File: config.mk
export PLATFORM = sky130hd
export DESIGN_NAME = pix_frame_stats
export DESIGN_NICKNAME = d
export VERILOG_FILES = /design/src/rtl/pix_frame_stats.sv
export SDC_FILE = /design/constraint.sdc
export NUM_CORES = 1
export LEC_CHECK = 0
export ABC_AREA = 1
export ABC_CLOCK_PERIOD_IN_PS = 8000
export CAP_MARGIN = 25
export CELL_PAD_IN_SITES_DETAIL_PLACEMENT = 1
export CELL_PAD_IN_SITES_GLOBAL_PLACEMENT = 2
export CORE_MARGIN = 10
export CORE_UTILIZATION = 34
export DETAILED_ROUTE_END_ITERATION = 7
export PLACE_DENSITY_LB_ADDON = 0.2
export SYNTH_ARGS = -nofsm -noshare
export SYNTH_HDL_FRONTEND = slang
export SYNTH_SLANG_ARGS = --single-unit
File: constraint.sdc
create_clock -name clk -period 8 [get_ports clk]
set_input_delay 1.6 -clock clk [delete_from_list [all_inputs] [get_ports clk]]
set_output_delay 1.6 -clock clk [all_outputs]
set_load 0.02 [all_outputs]
File: src/rtl/pix_frame_stats.sv
// Per-frame colored-pixel delta and 0-100 coverage with a valid/ready report interface.
// Optional PIXSTAT_MINMAX_EN builds min/max coverage tracking; otherwise min_cov/max_cov read 0.
module pix_frame_stats #(
   parameter int unsigned FRAME_PIX = 307200
) (
   input  logic        clk,
   input  logic        rst,
   input  logic [31:0] pix_qtd,
   input  logic        vsync,
   input  logic        stat_ready,
   output logic        stat_valid,
   output logic [31:0] frame_pix,
   output logic [6:0]  coverage,
   output logic [15:0] frame_cnt,
   output logic        overrun,
   output logic [6:0]  min_cov,
   output logic [6:0]  max_cov
);

   localparam int unsigned PIX_W     = 32;
   localparam int unsigned DIVD_W    = 39;
   localparam int unsigned COV_W     = 7;
   localparam int unsigned CNT_W     = 16;
   localparam int unsigned ITER_W    = 6;
   localparam int unsigned DIV_ITERS = 39;

   localparam logic [PIX_W-1:0] DIVISOR  = PIX_W'(FRAME_PIX);
   localparam logic [COV_W-1:0] COV_FULL = COV_W'(100);

   typedef enum logic [1:0] {
      ST_IDLE,
      ST_DIV,
      ST_HOLD
   } state_e;

   state_e              state_q, state_d;
   logic                vsync_q;
   logic                primed_q, primed_d;
   logic [PIX_W-1:0]    base_q, base_d;
   logic [DIVD_W-1:0]   quot_q, quot_d;
   logic [PIX_W-1:0]    rem_q, rem_d;
   logic [ITER_W-1:0]   iter_q, iter_d;
   logic                valid_q, valid_d;
   logic [PIX_W-1:0]    frame_pix_q, frame_pix_d;
   logic [COV_W-1:0]    cov_q, cov_d;
   logic [CNT_W-1:0]    frame_cnt_q, frame_cnt_d;
   logic                overrun_q, overrun_d;

   logic                edge_c;
   logic                accept_c;
   logic [PIX_W-1:0]    delta_c;
   logic [PIX_W:0]      rem_shift_c;
   logic                sub_ok_c;
   logic [PIX_W-1:0]    rem_next_c;
   logic [DIVD_W-1:0]   quot_next_c;

   assign edge_c   = vsync & ~vsync_q;
   assign accept_c = (state_q == ST_HOLD) & valid_q & stat_ready;
   assign delta_c  = pix_qtd - base_q;

   // One restoring-division step: shift in the next dividend bit, subtract if it fits.
   assign rem_shift_c = {rem_q, quot_q[DIVD_W-1]};
   assign sub_ok_c    = rem_shift_c >= {1'b0, DIVISOR};
   assign rem_next_c  = sub_ok_c ? PIX_W'(rem_shift_c - {1'b0, DIVISOR}) : rem_shift_c[PIX_W-1:0];
   assign quot_next_c = {quot_q[DIVD_W-2:0], sub_ok_c};

   always_ff @(posedge clk) begin
      if (rst) begin
         state_q     <= ST_IDLE;
         vsync_q     <= 1'b0;
         primed_q    <= 1'b0;
         base_q      <= '0;
         quot_q      <= '0;
         rem_q       <= '0;
         iter_q      <= '0;
         valid_q     <= 1'b0;
         frame_pix_q <= '0;
         cov_q       <= '0;
         frame_cnt_q <= '0;
         overrun_q   <= 1'b0;
      end else begin
         state_q     <= state_d;
         vsync_q     <= vsync;
         primed_q    <= primed_d;
         base_q      <= base_d;
         quot_q      <= quot_d;
         rem_q       <= rem_d;
         iter_q      <= iter_d;
         valid_q     <= valid_d;
         frame_pix_q <= frame_pix_d;
         cov_q       <= cov_d;
         frame_cnt_q <= frame_cnt_d;
         overrun_q   <= overrun_d;
      end
   end

   always_comb begin
      state_d     = state_q;
      primed_d    = primed_q;
      base_d      = base_q;
      quot_d      = quot_q;
      rem_d       = rem_q;
      iter_d      = iter_q;
      frame_pix_d = frame_pix_q;
      cov_d       = cov_q;
      frame_cnt_d = frame_cnt_q;
      overrun_d   = overrun_q;

      // Every boundary re-bases; boundaries outside IDLE drop their frame.
      if (edge_c) begin
         base_d = pix_qtd;
         if (state_q != ST_IDLE) overrun_d = 1'b1;
      end

      case (state_q)
         ST_IDLE: begin
            if (edge_c) begin
               if (!primed_q) begin
                  primed_d = 1'b1;
               end else begin
                  frame_pix_d = delta_c;
                  if (delta_c >= DIVISOR) begin
                     cov_d   = COV_FULL;
                     state_d = ST_HOLD;
                  end else begin
                     quot_d  = DIVD_W'(delta_c) * DIVD_W'(COV_FULL);
                     rem_d   = '0;
                     iter_d  = '0;
                     state_d = ST_DIV;
                  end
               end
            end
         end
         ST_DIV: begin
            quot_d = quot_next_c;
            rem_d  = rem_next_c;
            iter_d = iter_q + ITER_W'(1);
            if (iter_q == ITER_W'(DIV_ITERS - 1)) begin
               cov_d   = quot_next_c[COV_W-1:0];
               state_d = ST_HOLD;
            end
         end
         ST_HOLD: begin
            if (accept_c) begin
               frame_cnt_d = frame_cnt_q + CNT_W'(1);
               state_d     = ST_IDLE;
            end
         end
         default: state_d = ST_IDLE;
      endcase
   end

   assign valid_d = (state_d == ST_HOLD);

   assign stat_valid = valid_q;
   assign frame_pix  = frame_pix_q;
   assign coverage   = cov_q;
   assign frame_cnt  = frame_cnt_q;
   assign overrun    = overrun_q;

`ifdef PIXSTAT_MINMAX_EN
   logic [COV_W-1:0] min_q, min_d;
   logic [COV_W-1:0] max_q, max_d;

   always_ff @(posedge clk) begin
      if (rst) begin
         min_q <= COV_FULL;
         max_q <= '0;
      end else begin
         min_q <= min_d;
         max_q <= max_d;
      end
   end

   // Extremes follow accepted reports only.
   always_comb begin
      min_d = min_q;
      max_d = max_q;
      if (accept_c) begin
         if (cov_q < min_q) min_d = cov_q;
         if (cov_q > max_q) max_d = cov_q;
      end
   end

   assign min_cov = min_q;
   assign max_cov = max_q;
`else
   assign min_cov = '0;
   assign max_cov = '0;
`endif

endmodule

## Yosys cells after proc, flatten, opt, wreduce, memory -nomap -nowiden

Index checks and enable logic that the tools add are counted.
W data, S select, Z words.

| storage, ports and cells | value |
|---|---|
| register bits after elaboration | 170 |
| bits of input ports | 36 |
| output and inout port bits | 71 |
| logic and storage cells | 65 |

| operators by class | value |
|---|---|
| add/subtract/negate cells | 4 |
| multipliers | 1 |
| order comparisons | 2 |
| equality and inequality tests | 9 |
| muxes and demuxes | 24 |
| bitwise logic cells | 4 |
| reductions and logical operators | 9 |

Operators by type and width:

| cell | count |
|---|---|
| $mux W32 | 4 |
| $mux W39 | 3 |
| $pmux W39 S2 | 1 |
| $pmux W32 S2 | 1 |
| $mul A32 B5 Y37 const B | 1 |
| $ge A33 B19 Y1 const B | 1 |
| $ge A32 B19 Y1 const B | 1 |
| $sub A32 B19 Y32 const B | 1 |
| $sub A32 B32 Y32 | 1 |
| $mux W7 | 4 |
| $mux W6 | 3 |
| $add A16 B1 Y16 const B | 1 |
| $pmux W7 S2 | 1 |
| $pmux W6 S2 | 1 |
| $mux W2 | 5 |
| $ne A2 B2 Y1 const B | 5 |
| $add A6 B1 Y6 const B | 1 |
| $eq A6 B6 Y1 const B | 1 |
| $pmux W2 S3 | 1 |
| $reduce_and A2 Y1 | 3 |
| $reduce_and A5 Y1 | 1 |
| $eq A2 B2 Y1 const B | 2 |
| $reduce_and A4 Y1 | 1 |
| $reduce_bool A2 Y1 | 2 |
| other kinds (5) | 7 |

## Logic depth before layout (Yosys ltp)

Gate-level depths: netlist of run 1.

| depth | value |
|---|---|
| depth in word-level cells | 7 |
| depth in mapped cells | 35 |
| depth with buffers taken out | 35 |

## Least setup slack after synthesis of run 1

No wires, ideal clock.

| timing | value |
|---|---|
| path type | input to register |
| from | in pix_qtd[0] |
| to | reg quot_q[26] |
| arrival | 5976 ps |
| required time | 7887 ps |
| path slack | 1911 ps |
| stages | 30 |
| path buffers | 0 |
| cell sequence | inv_1 -> ha_1 -> inv_1 -> fa_1 -> nand2_1 -> inv_1 -> nand2_1 -> nand2_1 -> a21oi_1 -> inv_1 -> a21oi_1 -> xor2_1 -> inv_1 -> ha_1 -> ha_1 -> inv_1 -> fa_1 -> inv_1 -> ha_1 -> nand2_1 -> inv_1 -> a21oi_1 -> a21boi_0 -> nand2_1 -> a21boi_0 -> nand2_1 -> nand3_1 -> o21ai_0 -> nor2_1 -> nor2_1 |

| between the ends | value |
|---|---|
| word-level cells in the longest chain between the ends | 6 |

RTL lines:

| what | RTL line | source |
|---|---|---|
| start: declaration | 8 | `input logic [31:0] pix_qtd,` |
| $sub A32 B32 Y32 (*) | 59 | `assign delta_c = pix_qtd - base_q;` |
| via delta_c[14] | 51 | `logic [PIX_W-1:0] delta_c;` |
| $mul A32 B5 Y37 | 126 | `quot_d = DIVD_W'(delta_c) * DIVD_W'(COV_FULL);` |
| $mux W39 | 122 | `if (delta_c >= DIVISOR) begin` |
| $mux W39 | 118 | `if (!primed_q) begin` |
| $mux W39 | 117 | `if (edge_c) begin` |
| $pmux W39 S2 | 115 | `case (state_q)` |
| end signal: assignment | 86 | `quot_q <= quot_d;` |
| end: declaration | 40 | `logic [DIVD_W-1:0] quot_q, quot_d;` |

Mark *: on every way through the listed nets, which the timed path passes. The rest lies on a longest branch. The select of a mux whose other input is x is not followed.
A chain may end at the register's enable or synchronous reset.

## Worst setup path in the final report of run 1

| timing | value |
|---|---|
| from | in pix_qtd[0] |
| to | reg quot_q[29] |

Same word-level chain as after synthesis.

==> impl_metrics.tcl, run 1 <==
set metrics [dict create \
    insertion_delay_ns 0.48 \
    core_area_mm2 0.0399 \
    cts.repair.resized 0 \
    synth-main-ff-cell "dfxtp_1" \
    p_total_mw 5.86 \
    port_buffers 92 \
    holdPathStages 2 \
    cts_tree "built" \
    nFillCells 5126 \
    root_buffer "clkbuf_16" \
    start_util 0.345 \
    n_antenna_cell 0 \
    syn2layout_area_growth_pct 14.6 \
    rsz0062_at_grt "no" \
    synth-async-reset-ratio 0 \
    dp_cells 2598 \
    ys_ff_latch 170 \
    slew_viol_final 0 \
    worstMarginPinSlew_ns 0.822 \
    leakagePower_nw 7.43 \
    synth_cell_types 48 \
    cap_violations 0 \
    r2r-start "base_q[0]" \
    setup_viol 0 \
    ctsHtreeMaxLevel 4 \
    grt_pass1_wl_mm 69.3 \
    first_iter_violations 359 \
    critPathArrivalTime_ns 7.38 \
    hold_path_startpoint "base_q[20]" \
    syn-cell-area_mm2 0.0138 \
    hold_buffers 0 \
    overflow 0 \
    path_clk_slew_ns 0.07 \
    holdPathEnd "base_q[20]" \
    fmax_ghz 0.143 \
    cts_buffer_depth 2 \
    status "finished, final reports clean" \
    placed_area_mm2 0.0151 \
    hold_path.class "reg2reg" \
    slew_headroom 0.451 \
    synth-seq-area-share 0.247 \
    dieArea_mm2 0.0490 \
    final_cell_mix "nand2_1, inv_1, nor2_1" \
    ant_nets 0 \
    ios 107 \
    cts_setup_buffers 0 \
    period_share 0.876 \
    power_per_cell_area_mw_per_mm2 371 \
    syn_inst 2024 \
    die_h_um 221 \
    die_w_um 221 \
    synth_edf_count 0 \
    final.setup.tns_ns 0 \
    whs_ns 0.456 \
    cts_sinks 170 \
    drive_gt1_frac 0.0821 \
    required_ns 8.38 \
    slowest_delay_ns 0.50 \
    place_ws_ns 0.481 \
    rows 73 \
    drt-total-wl_mm 41.4 \
    drc 0 \
    antenna_found_initial 1 \
    finalCriticalPeriod_ns 7.01 \
    worst_setup_path_end_kind "flop" \
    crit_slowest_cell "fa_1" \
    grt_pass1_vias 13600 \
    dp_hpwl_mm 32.7 \
    via_per_inst 4.88 \
    setup_slack_ns 0.991 \
    rr_worst_depth 28 \
    utilization 0.396 \
    criticalPathCategory "in2reg" \
    yosys_warnings 0 \
    hold_viol 0 \
    final_common_cell "nand2_1" \
    skew_ns 0.00920 \
    r2r-end "quot_q[29]" \
    vdd_drop_max_mv 0.186 \
    grt_usage 0.170 \
    syn_avg_cell_area_um2 6.81 \
    critPathMaxFanout 5 \
    cp_common_cell "inv_1" \
    grt_max_degree 68 \
    startpoint_type "input pin" \
    place.gp.congestion 0.874 \
    dr.pass1.iters 5 \
    cts_made_buffers 17 \
    postLayoutCellArea_mm2 0.0158 \
    fin_cells 2631 \
    dr_total_vias 12800 \
    final_nets 2305 \
    wl_per_cell_um 15.7 \
    rrSetupSlack_ns 2.26 \
]
==> synth_stat cells (all sizes together) (21+ instances only) <==
cell,instances,area (um^2)
a21oi,181,1080
buf,34,294
clkbuf,41,154
dfxtp,170,3400
fa,28,561
ha,148,1850
inv,366,1370
nand2,448,1800
nand3,120,613
nand4,21,138
nor2,185,709
nor3,22,120
o211ai,23,173
o21ai,109,546
xor2,28,245
==> cells by family after synthesis <==
| kind of cell | share of synthesized area |
|---|---|
| other cells | 0.000272 |
| buf+inv | 0.132 |
| fa+ha+maj | 0.175 |
| flops | 0.247 |
| compound gates | 0.153 |
| xor+xnor | 0.0260 |
| simple gates | 0.266 |
==> critical path: cells and delay by family <==
family / cells / cell delay [ns]
AND/OR/NAND/NOR: 11 / 1.59
XOR/XNOR: 1 / 0.45
adder cells (fa/ha/maj): 6 / 2.01
AO/OA/AOI/OAI: 4 / 0.80
buffers and inverters: 8 / 0.91
==> state kept, by name (all words and copies together), names as in the netlist <==
register	count
iter_q	6
vsync_q	1
frame_cnt	16
rem_q	32
base_q	32
stat_valid	1
state_q	2
coverage	7
frame_pix	32
overrun	1
primed_q	1
quot_q	39
==> worst max path at each step <==
stage                    start    endpoint  slack [ns]  depth (start not counted)
detailed placement  pix_qtd[0]  quot_q[25]        0.48                         30
global placement    pix_qtd[0]  quot_q[29]        0.60                         30
global route        pix_qtd[0]  quot_q[29]        0.48                         30
finish              pix_qtd[0]  quot_q[29]        0.99                         30
floorplan           pix_qtd[0]  quot_q[26]        1.91                         30
CTS                 pix_qtd[0]  quot_q[25]        1.02                         30
==> area by class of cell <==
| type | instances | area, um^2 | area share |
|---|---|---|---|
| repair buffers | 112 | 1090 | 0.0689 |
| inverters | 367 | 1380 | 0.0873 |
| clock inverters | 13 | 191 | 0.0121 |
| clock buffers | 19 | 453 | 0.0287 |
| well taps | 525 | 657 | 0.0416 |
| multi-input cells | 1425 | 8630 | 0.546 |
| flip-flops and latches | 170 | 3400 | 0.215 |
==> per-layer routing <==
metal | wire [um] | track usage | vias up | share of wire
li1 | - | - | 6570 | -
met1 | 20400 | 0.218 | 6120 | 0.49
met2 | 19300 | 0.286 | 116 | 0.47
met3 | 1170 | 0.0308 | 27 | 0.028
met4 | 529 | 0.0482 | 0 | 0.013
met5 | 0 | 0 | - | 0
==> power by group <==
part           internal (mW)  switching, mW
Sequential             0.888         0.0199
Clock                  0.541          0.386
Combinational           1.42           2.61
No activity file was read; power rests on OpenSTA's default activity.
==> run 2, diff against run 1 <==
- ABC_CLOCK_PERIOD_IN_PS: 8000 -> unset
- CORE_ASPECT_RATIO: unset -> 1.5
==> run 2 against run 1 <==
Die area is 0.34% higher. Via count is 0.86% higher. Worst hold slack better by 0.0026 ns. First-iteration DRC count is 35% higher. Clock power is 7.9% lower. Global-route usage is 0.79 points higher. Non-clock buffer count is 2 lower. Sequential cell count stayed put. Count of clock-buffer cells in the layout stayed put. Critical path type unchanged.
==> impl_metrics.tcl, run 2 (same netlist as run 1, synthesis figures left out) <==
set metrics [dict create \
    rsz0062_at_grt "no" \
    critPathMaxFanout 5 \
    insertion_delay_ns 0.46 \
    period_share 0.889 \
    place.gp.congestion 0.930 \
    die_w_um 184 \
    first_iter_violations 484 \
    slew_headroom 0.388 \
    start_util 0.343 \
    antenna_found_initial 0 \
    r2r-start "base_q[0]" \
    cts_buffer_depth 2 \
    dp_cells 2578 \
    path_clk_slew_ns 0.07 \
    die_h_um 267 \
    grt_pass1_wl_mm 70.5 \
    criticalPathCategory "in2reg" \
    required_ns 8.39 \
    cts_sinks 170 \
    skew_ns 0.0187 \
    grt_pass1_vias 14100 \
    place_ws_ns 0.426 \
    fmax_ghz 0.141 \
    crit_slowest_cell "fa_1" \
    rrSetupSlack_ns 2.18 \
    root_buffer "clkbuf_16" \
    hold_buffers 0 \
    vdd_drop_max_mv 0.183 \
    cpLargestDelayFamily "adder cells" \
    core_area_mm2 0.0402 \
    worst_setup_path_end_kind "flop" \
    whs_ns 0.459 \
    fin_cells 2610 \
    dp_hpwl_mm 34.4 \
    overflow 0 \
    max_flop_register "quot_q" \
    cts_made_buffers 17 \
    drive_gt1_frac 0.0817 \
    final.setup.tns_ns 0 \
    slowest_delay_ns 0.51 \
    grt_max_degree 66 \
    cp_common_cell "inv_1" \
    hold_viol 0 \
    ios 107 \
    cts_tree "built" \
    finalCriticalPeriod_ns 7.11 \
    drt-total-wl_mm 42.8 \
    status "finished, final reports clean" \
    ant_nets 0 \
    final_cell_mix "nand2_1, inv_1, nor2_1" \
    p_total_mw 5.71 \
    dieArea_mm2 0.0492 \
    final_nets 2303 \
    dr.pass1.iters 6 \
    power_per_cell_area_mw_per_mm2 364 \
    leakagePower_nw 7.40 \
    grt_usage 0.178 \
    syn2layout_area_growth_pct 13.9 \
    r2r-end "quot_q[26]" \
    ctsHtreeMaxLevel 4 \
    setup_viol 0 \
    holdPathStages 2 \
    rr_worst_depth 29 \
    setup_slack_ns 0.885 \
    final_common_cell "nand2_1" \
    holdPathEnd "base_q[18]" \
    cap_violations 0 \
    hold_path.class "reg2reg" \
    wl_per_cell_um 16.4 \
    slew_viol_final 0 \
    worst-path-buf-inv 9 \
    rows 90 \
    worstMarginPinSlew_ns 0.917 \
    dr_total_vias 12900 \
    cts_setup_buffers 0 \
    startpoint_type "input pin" \
    cts.repair.resized 0 \
    drc 0 \
    critPathArrivalTime_ns 7.50 \
    via_per_inst 4.96 \
    critPathLaunch "pix_qtd[0]" \
    port_buffers 92 \
    largest_reg_flops 39 \
    n_antenna_cell 0 \
    hold_path_startpoint "base_q[18]" \
]
==> run 2: cell count changes in the layout (fill, tap and decap cells not counted) <==
cell / previous run / this run
buf_16: 1 / 0
buf_4: 20 / 19
bufinv_16: 4 / 0
clkinv_1: 1 / 0
clkinv_2: 2 / 1
clkinv_4: 3 / 1
clkinv_8: 0 / 3
clkinvlp_4: 3 / 2
inv_2: 3 / 4
inv_8: 0 / 5
==> run 2: through the flow <==
stage	util	area (um^2)
2_1_floorplan	-	13800
3_3_place_gp	0.376	15100
3_5_place_dp	0.376	15100
4_1_cts	0.391	15700
5_1_grt	0.391	15700
6_report	0.391	15700
==> run 2: worst reg2reg max path, delay by kind of cell (launching register included) <==
kind	cells	cell delay, ns
buf+inv	7	0.51
simple gates	9	1.01
xor+xnor	1	0.44
compound gates	6	1.46
flops	1	0.34
fa+ha+maj	6	1.98
==> run 2: layout make-up <==
class / instances / area [um^2]
Inverter: 367 / 1380
Sequential cell: 170 / 3400
Clock buffer: 19 / 453
Clock inverter: 13 / 146
Multi-Input combinational cell: 1425 / 8630
Timing Repair Buffer: 110 / 1050
Fill cell: 5112 / 24500
Tap cell: 506 / 633
==> run 2: where the power goes <==
part | leakage, nW | internal [mW] | switching, mW | total, mW
Combinational | 5.73 | 1.40 | 2.55 | 3.95
Clock | 0.288 | 0.435 | 0.419 | 0.854
Sequential | 1.38 | 0.887 | 0.0200 | 0.907
Total | 7.40 | 2.72 | 2.99 | 5.71
==> run 2: per-layer routing <==
| layer | up-vias | share of wire | track usage |
|---|---|---|---|
| met3 | 53 | 0.017 | 0.0240 |
| li1 | 6571 | - | - |
| met2 | 129 | 0.55 | 0.351 |
| met1 | 6191 | 0.41 | 0.185 |
| met5 | - | 0 | 0 |
| met4 | 0 | 0.026 | 0.0613 |
==> run 2: worst max path at each step <==
stage | cells past startpoint | endpoint | slack, ns
global placement | 30 | quot_q[25] | 0.56
floorplan | 30 | quot_q[26] | 1.91
finish | 31 | quot_q[26] | 0.89
detailed placement | 31 | quot_q[26] | 0.43
global route | 30 | quot_q[29] | 0.39
CTS | 31 | quot_q[26] | 0.86
==> run 3, diff against run 2 <==
- TNS_END_PERCENT: unset -> 20
==> results of run 3 <==
Same layout as run 2: the final DEF is identical, and so are final timing and power.
